$ cat config.mk
export PLATFORM = sky130hd
export DESIGN_NAME = vga_controller
export DESIGN_NICKNAME = d
export VERILOG_FILES = /design/src/rtl/vga_pkg.sv /design/src/rtl/vga_counter.sv /design/src/rtl/vga_controller.sv
export SDC_FILE = /design/constraint.sdc
export NUM_CORES = 1
export LEC_CHECK = 0
export CAP_MARGIN = 30
export CORE_UTILIZATION = 49
export DETAILED_ROUTE_END_ITERATION = 7
export GPL_ROUTABILITY_DRIVEN = 0
export GPL_TIMING_DRIVEN = 0
export PLACE_DENSITY = 0.95
export SYNTH_ARGS = -nofsm -noshare
export SYNTH_HDL_FRONTEND = slang
export SYNTH_SLANG_ARGS = --single-unit
$ cat constraint.sdc
create_clock -name CLOCK_25 -period 2.9 [get_ports CLOCK_25]
set_clock_uncertainty 0.2 [all_clocks]
set_input_delay 0.435 -clock CLOCK_25 [delete_from_list [all_inputs] [get_ports CLOCK_25]]
set_output_delay 0.435 -clock CLOCK_25 [all_outputs]
set_load 0.01 [all_outputs]
$ cat src/rtl/vga_pkg.sv
// vga_pkg: 640x480@60 timing constants and shared widths for the VGA controller.
package vga_pkg;
  localparam int DEF_H_VISIBLE = 640;
  localparam int DEF_H_FRONT   = 16;
  localparam int DEF_H_SYNC    = 96;
  localparam int DEF_H_BACK    = 48;
  localparam int DEF_V_VISIBLE = 480;
  localparam int DEF_V_FRONT   = 10;
  localparam int DEF_V_SYNC    = 2;
  localparam int DEF_V_BACK    = 33;
  localparam int H_TOTAL = DEF_H_VISIBLE + DEF_H_FRONT + DEF_H_SYNC + DEF_H_BACK;
  localparam int V_TOTAL = DEF_V_VISIBLE + DEF_V_FRONT + DEF_V_SYNC + DEF_V_BACK;
  localparam int H_SYNC_START = DEF_H_VISIBLE + DEF_H_FRONT;
  localparam int H_SYNC_END   = H_SYNC_START + DEF_H_SYNC - 1;
  localparam int V_SYNC_START = DEF_V_VISIBLE + DEF_V_FRONT;
  localparam int V_SYNC_END   = V_SYNC_START + DEF_V_SYNC - 1;
  localparam int COLOR_W = 3;
  localparam int CNT_W   = 10;
  localparam int POS_W   = 12;
endpackage

$ cat src/rtl/vga_counter.sv
// vga_counter: modulo-N counter with enable and a wrap pulse on the last count.
module vga_counter #(
  parameter int N = 800,
  parameter int W = 10
) (
  input  logic         clk,
  input  logic         rst,
  input  logic         en,
  output logic [W-1:0] count,
  output logic         wrap
);
  localparam logic [W-1:0] LAST = W'(N - 1);
  assign wrap = en && count == LAST;
  always_ff @(posedge clk)
    if (rst) count <= '0;
    else if (en) count <= wrap ? '0 : count + W'(1);
endmodule

$ cat src/rtl/vga_controller.sv
// vga_controller: VGA timing generator; RGB and syncs share one register stage.
module vga_controller
  import vga_pkg::*;
#(
  parameter int H_VISIBLE = DEF_H_VISIBLE,
  parameter int H_FRONT   = DEF_H_FRONT,
  parameter int H_SYNC    = DEF_H_SYNC,
  parameter int H_BACK    = DEF_H_BACK,
  parameter int V_VISIBLE = DEF_V_VISIBLE,
  parameter int V_FRONT   = DEF_V_FRONT,
  parameter int V_SYNC    = DEF_V_SYNC,
  parameter int V_BACK    = DEF_V_BACK
) (
  input  logic               CLOCK_25,
  input  logic               reset,
  input  logic [COLOR_W-1:0] color,
  output logic [POS_W-1:0]   x,
  output logic [POS_W-1:0]   y,
  output logic               video_on,
  output logic               frame_end,
  output logic               VGA_HS,
  output logic               VGA_VS,
  output logic [3:0]         VGA_R,
  output logic [3:0]         VGA_G,
  output logic [3:0]         VGA_B
);
  localparam int HT = H_VISIBLE + H_FRONT + H_SYNC + H_BACK;
  localparam int VT = V_VISIBLE + V_FRONT + V_SYNC + V_BACK;
  localparam logic [CNT_W-1:0] HV  = CNT_W'(H_VISIBLE);
  localparam logic [CNT_W-1:0] VV  = CNT_W'(V_VISIBLE);
  localparam logic [CNT_W-1:0] HSS = CNT_W'(H_VISIBLE + H_FRONT);
  localparam logic [CNT_W-1:0] HSE = CNT_W'(H_VISIBLE + H_FRONT + H_SYNC - 1);
  localparam logic [CNT_W-1:0] VSS = CNT_W'(V_VISIBLE + V_FRONT);
  localparam logic [CNT_W-1:0] VSE = CNT_W'(V_VISIBLE + V_FRONT + V_SYNC - 1);
  logic [CNT_W-1:0] h_cnt, v_cnt;
  logic h_wrap, v_wrap;
  vga_counter #(.N(HT), .W(CNT_W)) u_h (
    .clk(CLOCK_25), .rst(reset), .en(1'b1), .count(h_cnt), .wrap(h_wrap)
  );
  vga_counter #(.N(VT), .W(CNT_W)) u_v (
    .clk(CLOCK_25), .rst(reset), .en(h_wrap), .count(v_cnt), .wrap(v_wrap)
  );
  assign video_on  = h_cnt < HV && v_cnt < VV;
  assign x         = video_on ? POS_W'(h_cnt) + POS_W'(1) : '0;
  assign y         = video_on ? POS_W'(v_cnt) + POS_W'(1) : '0;
  assign frame_end = v_wrap;
  // Syncs are registered alongside RGB so all DAC-side signals line up.
  always_ff @(posedge CLOCK_25)
    if (reset) begin
      VGA_R  <= '0;
      VGA_G  <= '0;
      VGA_B  <= '0;
      VGA_HS <= 1'b1;
      VGA_VS <= 1'b1;
    end else begin
      VGA_R  <= video_on ? {4{color[2]}} : '0;
      VGA_G  <= video_on ? {4{color[1]}} : '0;
      VGA_B  <= video_on ? {4{color[0]}} : '0;
      VGA_HS <= !(h_cnt >= HSS && h_cnt <= HSE);
      VGA_VS <= !(v_cnt >= VSS && v_cnt <= VSE);
    end
endmodule
[Word level (Yosys, flattened, before mapping)]
Index checks and enable logic that the tools add are counted.
Word-level totals
  bits in registers: 25
  latch bits: 0
  bits in writable memories: 0
  bits in read-only memories: 0
  input bits: 5
  output and inout port bits: 40
  logic and storage cells: 31
  memories kept: 0
Cells by class
  add/sub/neg operators: 4
  $mul: 0
  divide/modulo/power cells: 0
  magnitude comparators: 6
  eq/ne operators: 2
  shift operators: 0
  muxes and demuxes: 3
  bitwise gates (word level): 1
  reduce and logical (&&, ||, !) cells: 8
Operators with widths (number)
  adder 10 x 1 -> 11 bit (second input constant): 2
  two-way mux 11 bit: 2
  adder 10 x 1 -> 10 bit (second input constant): 2
  equality test 10 bit (second input constant): 2
  >= comparator 10 bit (second input constant): 1
  >= comparator 10 x 9 -> 1 bit (second input constant): 1
  less-or-equal comparator 10 bit (second input constant): 1
  less-or-equal comparator 10 x 9 -> 1 bit (second input constant): 1
  less-than comparator 10 bit (second input constant): 1
  less-than comparator 10 x 9 -> 1 bit (second input constant): 1
  two-way mux 10 bit: 1
  logical AND 1 bit: 4
  OR reduction 2 bit: 2
  zero test 1 bit: 2
  NOT 1 bit: 1

[Logic depth before layout (Yosys ltp)]
Gate-level depths: netlist of run 1.
  word-level depth: 4
  gate-level depth with buffers: 6
  gate-level depth less buffers: 6

[Modules after synthesis]
From an unflattened synthesis of run 1, not the netlist that was laid out.
Second synthesis, totals
  cells, all modules: 211
  area total of the unflattened synthesis: 1707.9 um^2
Modules (own cells, without submodules)
  vga_controller: instances 1, cells an instance 99, area each 698.2 um^2, seq. area each 100.1 um^2
  vga_counter at u_h: instances 1, cells an instance 56, area each 506.7 um^2, seq. area each 200.2 um^2
  vga_counter at u_v: instances 1, cells an instance 56, area each 503.0 um^2, seq. area each 200.2 um^2

[Worst setup path after synthesis of run 1]
OpenSTA, ideal clock, no wires.
  kind: flip-flop to output port
  start point: register u_v.count[0]
  end point: output port y[8]
  arrival time: 1334 ps
  data required time: 2265 ps
  slack: 931 ps
  cell stages (with the launch flop): 6
  buffers on the path: 0
  cells stage by stage: dfxtp_1 > ha_1 > nand3_1 > or3_1 > xor2_1 > nor2_1
Between the ends
  longest elaborated chain between the ends: 3
  elaborated cells on any way between the ends: 4
  classes of those cells: add/sub (1); order compare (1); mux (1); reduce/logical (1)
Ends and longest elaborated chain
  start, declared: RTL line vga_counter.sv:9  | output logic [W-1:0] count,
  start signal, assigned: RTL line vga_counter.sv:16  | else if (en) count <= wrap ? '0 : count + W'(1);
  less-than comparator 10 x 9 -> 1 bit: RTL line vga_controller.sv:43  | assign video_on = h_cnt < HV && v_cnt < VV;
  logical AND 1 bit: RTL line vga_controller.sv:43
  two-way mux 11 bit *: RTL line vga_controller.sv:45  | assign y = video_on ? POS_W'(v_cnt) + POS_W'(1) : '0;
  end, declared: RTL line vga_controller.sv:18  | output logic [POS_W-1:0] y,
Mark *: on every way between the ends. The rest lies on a longest branch, timed or not.

[Worst setup path in the final report of run 1]
  start point: register u_v.count[5]
  end point: output port x[8]
Between the ends
  longest elaborated chain between the ends: 3
Ends and longest elaborated chain
  less-than comparator 10 x 9 -> 1 bit: RTL line vga_controller.sv:43
  logical AND 1 bit: RTL line vga_controller.sv:43
  two-way mux 11 bit: RTL line vga_controller.sv:44  | assign x = video_on ? POS_W'(h_cnt) + POS_W'(1) : '0;
  end, declared: RTL line vga_controller.sv:17  | output logic [POS_W-1:0] x,
No other way between the ends.

==> impl_metrics.yaml, run 1 <==
floorplan:
  initial_core_util_pct: 53.29
  io_pins: 45
  fp.dieH_um: 54.61
  die_width_um: 54.61
  core_sq_mm: 0.002545
  die_area_sq_mm: 0.002982
  rows: 18
worst_setup_path:
  worstPathRequired_ns: 2.27
  path_cells: "nand4_1, nand3_1, clkbuf_2, nor2_1, clkdlybuf4s50_1"
  cp-start-kind: "register"
  crit_start: "u_v.count[5]$_SDFFE_PP0P_"
  crit_family: "buffers and inverters"
  endpoint: "x[8]"
  rrSetupSlack_ns: 0.80
  path_class: "reg2out"
  cp.arrival_ns: 2.11
  timing.rr.end: "u_v.count[9]$_SDFFE_PP0P_"
  path_buf_inv: 2
  reg2reg_depth: 6
  slowest_stage: "clkdlybuf4s50_1"
  critical_path_depth: 5
  critPathCaptureType: "output pin"
  crit_fanout: 10
  timing.rr.start: "u_h.count[0]$_SDFF_PP0_"
  crit_path_max_incr_delay_ns: 0.48
synthesis:
  yosysSeqAreaShare_pct: 36.90
  syn_avg_cell_area_sq_um: 8.270
  synth.top_cell.area_share_pct: 36.90
  synth_flop_cell: "dfxtp_1"
  synth_area_sq_mm: 0.001356
  synth_edf_count: 0
  synth_cells: 164
  async_flop_share_pct: 0
  yosysTopAreaCell: "dfxtp_1"
  yosysUniqueCellTypes: 38
  synthTopCellsByArea: "dfxtp_1 37%, nor2_1 8.0%, buf_4 7.7%"
  ys_ff_latch: 25
  yosys_warnings: 0
global_routing:
  overflow: 0
  grtUsageMet3_pct: 3.333
  grt_pass1_vias: 1041
  grt_usage_pct: 22.59
  grt_start_max_net_pins: 16
  grt_pass1_wl_um: 4671
  grt-busiest-layer: "met2"
  grt_util_met1_pct: 28.93
  use_met2_pct: 35.54
  antenna_found_initial: 0
layout:
  mostFrequentLayoutCells: "37 x clkdlybuf4s50_1, 29 x nor2_1, 21 x dfxtp_1"
  regArea_sq_um: 510.5
  syn2layout_area_growth_pct: 36.99
  nets: 221
  final_common_cell: "clkdlybuf4s50_1"
  final_cells: 241
  final_util_pct: 73.01
  num-fill-cells: 201
  diodes: 0
  layout-drive-gt1-share_pct: 14.69
  multi_input_area_sq_um: 720.7
run_status:
  outcome: "completed"
placed_design:
  hpwl_um: 2135
  dp.cells: 237
  io_buffer_count: 39
  place_ws_ns: 0.3166
detailed_routing:
  drc_errors: 0
  vias_per_cell: 5.328
  antenna_left: 0
  drtIter0Drc: 32
  first_pass_iters: 4
  routedWlPerCell_um: 12.58
  via_count: 1284
  drt_wl_total_um: 3031
sta:
  min_period_ns: 2.749
  setup_tns_ns: 0
  relSlewSlack_pct: 64.08
  tightest_slew_ns: 0.5377
  max_freq_mhz: 363.8
  hold_ws_ns: 0.2610
  timing.final.ws_setup_ns: 0.1513
  drv_slew: 0
  hold_viol_final: 0
  finalSetupViolCount: 0
  period_share_pct: 94.78
clocking:
  cts_sinks: 25
  path_clk_slew_ns: 0.14
  cts_max_path_buffers: 2
  postCtsSetupBuffers: 0
  cts_tree: "built"
  clock_latency_ns: 0.33
  h-tree-depth: 1
  holdBufCountCts: 0
  cts_root_buffer: "clkbuf_4"
  cts_buffers: 3
worst_hold_path:
  worstHoldPathType: "reg2reg"
job:
  cap_violations: 0
power_and_ir_drop:
  vdd_drop_max_mv: 0.3244
  p_per_area_mw_per_mm2: 321.9
  p_leak_nw: 0.7856
-- how the worst min path moves through the flow --
| stage | cells after the start | to | slack, ns | startpoint |
|---|---|---|---|---|
| after global routing | 1 | u_h.count[0]$_SDFF_PP0_ | 0.28 | u_h.count[0]$_SDFF_PP0_ |
| after global placement | 1 | VGA_HS$_SDFF_PP1_ | 0.24 | u_h.count[9]$_SDFF_PP0_ |
| final | 1 | u_h.count[0]$_SDFF_PP0_ | 0.26 | u_h.count[0]$_SDFF_PP0_ |
| after detailed placement | 1 | VGA_HS$_SDFF_PP1_ | 0.24 | u_h.count[9]$_SDFF_PP0_ |
| after CTS | 1 | VGA_HS$_SDFF_PP1_ | 0.28 | u_h.count[9]$_SDFF_PP0_ |
| after floorplan | 1 | VGA_HS$_SDFF_PP1_ | 0.22 | u_h.count[9]$_SDFF_PP0_ |
-- sequential cells by signal, summed over array words and instances (netlist names) --
| register | flops |
|---|---|
| VGA_B | 1 |
| VGA_R | 1 |
| u_v.count | 10 |
| VGA_HS | 1 |
| VGA_G | 1 |
| u_h.count | 10 |
| VGA_VS | 1 |
-- cells in the mapped netlist (4+ instances only) --
cell type / count
a21oi_1: 4
buf_4: 14
clkbuf_1: 4
dfxtp_1: 25
ha_1: 4
inv_1: 9
nand2_1: 7
nand3_1: 6
nand4_1: 4
nor2_1: 29
or3_1: 5
xnor2_1: 4
xor2_1: 8
-- what timing repair did --
| action | 4_1_cts | 5_1_grt |
|---|---|---|
| resized for setup | 5 | 11 |
| endpoints found under the setup margin | 17 | 4 |
| hold endpoints to repair | 0 | 0 |
-- logic make-up (layout without fill, tap and decap cells) --
| family | after synthesis | count (layout) | synth area share, % |
|---|---|---|---|
| xor gates and xnor gates | 12 | 12 | 7.749 |
| and+or+nand+nor | 74 | 74 | 28.97 |
| other | 1 | 5 | 0.2765 |
| adders and majority gates | 4 | 4 | 3.690 |
| AOI/OAI and AO/OA | 20 | 20 | 10.70 |
| buffers and inverters | 28 | 71 | 11.71 |
| DFF | 25 | 25 | 36.90 |
-- area by class of cell --
| cell class | instances | share of cell area (%) |
|---|---|---|
| multi-input cells | 115 | 38.79 |
| flip-flops and latches | 25 | 27.47 |
| repair buffers | 39 | 21.28 |
| plain buffers | 19 | 7.003 |
| well taps | 30 | 2.020 |
| inverters | 9 | 1.818 |
| clock buffers | 3 | 1.212 |
| clock inverters | 1 | 0.4040 |
-- per-layer routing --
metal	vias to the layer above	share of wire, %
met2	66	45
li1	638	-
met3	11	6.9
met5	-	0
met1	569	45
met4	0	3.2
-- stage by stage --
step | power, mW | area [sq um]
after global placement | 0.4379 | 1799
after CTS | 0.6023 | 1839
after global routing | 0.6215 | 1858
final | 0.5980 | 1858
after detailed placement | 0.4405 | 1799
after floorplan | 0.4020 | 1371
-- report_power, final --
group	leakage, nW	internal (mW)	total (mW)	switching, mW
combinational	0.567	0.0463	0.0774	0.0311
sequential	0.205	0.349	0.355	0.00618
clock	0.0139	0.0528	0.166	0.113
total	0.786	0.448	0.598	0.150
Note: power is estimated with default switching activity, not from simulation.
==> run 2: changes to the inputs <==
--- a/config.mk
+++ b/config.mk
@@ -10,6 +10,7 @@
 export DETAILED_ROUTE_END_ITERATION = 7
 export GPL_ROUTABILITY_DRIVEN = 0
 export GPL_TIMING_DRIVEN = 0
+export MAX_ROUTING_LAYER = met4
 export PLACE_DENSITY = 0.95
 export SYNTH_ARGS = -nofsm -noshare
 export SYNTH_HDL_FRONTEND = slang
==> run 2 against run 1 <==
Net effect: clock power barely moved; core utilization did not move; die area did not move; setup slack improved by 0.0076 ns; critical path depth did not move.
==> impl_metrics.yaml, run 2 (same netlist as run 1, synthesis figures left out) <==
run_status:
  outcome: "completed"
detailed_routing:
  vias_per_cell: 5.286
  drc_errors: 0
  drtIter0Drc: 18
  drt_wl_total_um: 3016
  antenna_left: 0
  routedWlPerCell_um: 12.51
  via_count: 1274
  first_pass_iters: 4
worst_setup_path:
  timing.rr.start: "u_h.count[0]$_SDFF_PP0_"
  rrSetupSlack_ns: 0.80
  path_buf_inv: 2
  crit_path_max_incr_delay_ns: 0.48
  critPathCaptureType: "output pin"
  worstPathRequired_ns: 2.27
  timing.rr.end: "u_v.count[9]$_SDFFE_PP0P_"
  path_cells: "nand4_1, nand3_1, buf_2, nor2_1, clkdlybuf4s50_1"
  cp.arrival_ns: 2.11
  crit_fanout: 10
  path_class: "reg2out"
  cp-start-kind: "register"
  reg2reg_depth: 6
  crit_family: "buffers and inverters"
  slowest_stage: "clkdlybuf4s50_1"
global_routing:
  grt_start_max_net_pins: 16
  grt_pass1_vias: 1042
  grt_usage_pct: 23.23
  antenna_found_initial: 0
  overflow: 0
  grt_pass1_wl_um: 4671
floorplan:
  core_sq_mm: 0.002545
  io_pins: 45
  die_area_sq_mm: 0.002982
  fp.dieH_um: 54.61
  die_width_um: 54.61
  rows: 18
  initial_core_util_pct: 53.29
worst_hold_path:
  worstHoldPathType: "reg2reg"
  min_path_cells: 1
  hold_path_startpoint: "u_h.count[0]$_SDFF_PP0_"
  hold_end: "u_h.count[0]$_SDFF_PP0_"
layout:
  mostFrequentLayoutCells: "37 x clkdlybuf4s50_1, 29 x nor2_1, 21 x dfxtp_1"
  nets: 221
  final_cells: 241
  layout-drive-gt1-share_pct: 14.69
  reg_top3: "u_h.count x10, u_v.count x10"
  syn2layout_area_growth_pct: 36.99
  diodes: 0
  final_common_cell: "clkdlybuf4s50_1"
  final_util_pct: 73.01
  num-fill-cells: 201
sta:
  tightest_slew_ns: 0.5289
  min_period_ns: 2.741
  period_share_pct: 94.52
  timing.final.ws_setup_ns: 0.1589
  finalSetupViolCount: 0
  relSlewSlack_pct: 64.67
  drv_slew: 0
  hold_viol_final: 0
  max_freq_mhz: 364.8
clocking:
  cts_max_path_buffers: 2
  postCtsSetupBuffers: 0
  holdBufCountCts: 0
  h-tree-depth: 1
  path_clk_slew_ns: 0.14
  cts_root_buffer: "clkbuf_4"
  clock_latency_ns: 0.33
  cts_sinks: 25
  cts_buffers: 3
  cts_tree: "built"
placed_design:
  hpwl_um: 2135
  io_buffer_count: 39
  dp.cells: 237
  place_ws_ns: 0.3166
job:
  cap_violations: 0
power_and_ir_drop:
  p_leak_nw: 0.7856
  p_per_area_mw_per_mm2: 320.6
  vdd_drop_max_mv: 0.3227
## run 2: cell counts in the layout (fill, tap and decap cells not counted)
No cell type changed its count.
## run 2: final cells by class
class                   instances  area (sq um)  area share [%]
multi-input cells             115         720.7           38.79
flip-flops and latches         25         510.5           27.47
repair buffers                 39         395.4           21.28
plain buffers                  19         130.1           7.003
well taps                      30         37.54           2.020
inverters                       9         33.78           1.818
clock buffers                   3         22.52           1.212
clock inverters                 1         7.507          0.4040
## run 2: power breakdown
| group | switching (mW) | internal [mW] | total, mW |
|---|---|---|---|
| combinational | 0.0311 | 0.0463 | 0.0773 |
| clock | 0.111 | 0.0528 | 0.164 |
| sequential | 0.00611 | 0.349 | 0.355 |
## run 2: routing by layer
layer | GRT usage (%) | wire length, um | vias up
li1 | - | - | 638
met1 | 28.93 | 1354 | 571
met2 | 35.54 | 1372 | 57
met3 | 3.333 | 206 | 8
met4 | 13.25 | 83 | 0
met5 | - | 0 | -
## run 2: repair_timing
action / 4_1_cts / 5_1_grt
setup endpoints to repair: 17 / 4
resized for setup: 5 / 11
endpoints found under the hold margin: 0 / 0
## run 2: worst register-to-register path, delay by kind of cell, from the launching register on
kind / cells / cell delay, ns
compound gates: 1 / 0.26
flops: 1 / 0.40
fa+ha+maj: 1 / 0.19
simple gates: 3 / 0.76
buf+inv: 1 / 0.22
## run 2: worst max path at each step
stage / cells after the start / to / start
final: 5 / x[9] / u_v.count[5]$_SDFFE_PP0P_
after global routing: 5 / x[9] / u_v.count[6]$_SDFFE_PP0P_
after CTS: 6 / frame_end / u_h.count[1]$_SDFF_PP0_
after detailed placement: 6 / frame_end / u_h.count[0]$_SDFF_PP0_
after global placement: 6 / frame_end / u_h.count[0]$_SDFF_PP0_
after floorplan: 5 / y[8] / u_v.count[0]$_SDFFE_PP0P_
## run 2: per-stage QoR
| stage | TNS, ns | area [sq um] | total power [mW] | hold slack [ns] |
|---|---|---|---|---|
| floorplan | 0 | 1371 | 0.4020 | 0.2184 |
| global placement | 0 | 1799 | 0.4379 | 0.2403 |
| detailed placement | 0 | 1799 | 0.4405 | 0.2422 |
| CTS | 0 | 1839 | 0.6023 | 0.2758 |
| global route | -0.01890 | 1858 | 0.6215 | 0.2758 |
| finish | 0 | 1858 | 0.5957 | 0.2598 |
==> run 3: changes to the inputs <==
--- a/config.mk
+++ b/config.mk
@@ -10,7 +10,6 @@
 export DETAILED_ROUTE_END_ITERATION = 7
 export GPL_ROUTABILITY_DRIVEN = 0
 export GPL_TIMING_DRIVEN = 0
-export MAX_ROUTING_LAYER = met4
 export PLACE_DENSITY = 0.95
 export SYNTH_ARGS = -nofsm -noshare
 export SYNTH_HDL_FRONTEND = slang
==> results of run 3 <==
The final DEF is identical to that of run 1; final timing and power are the same.
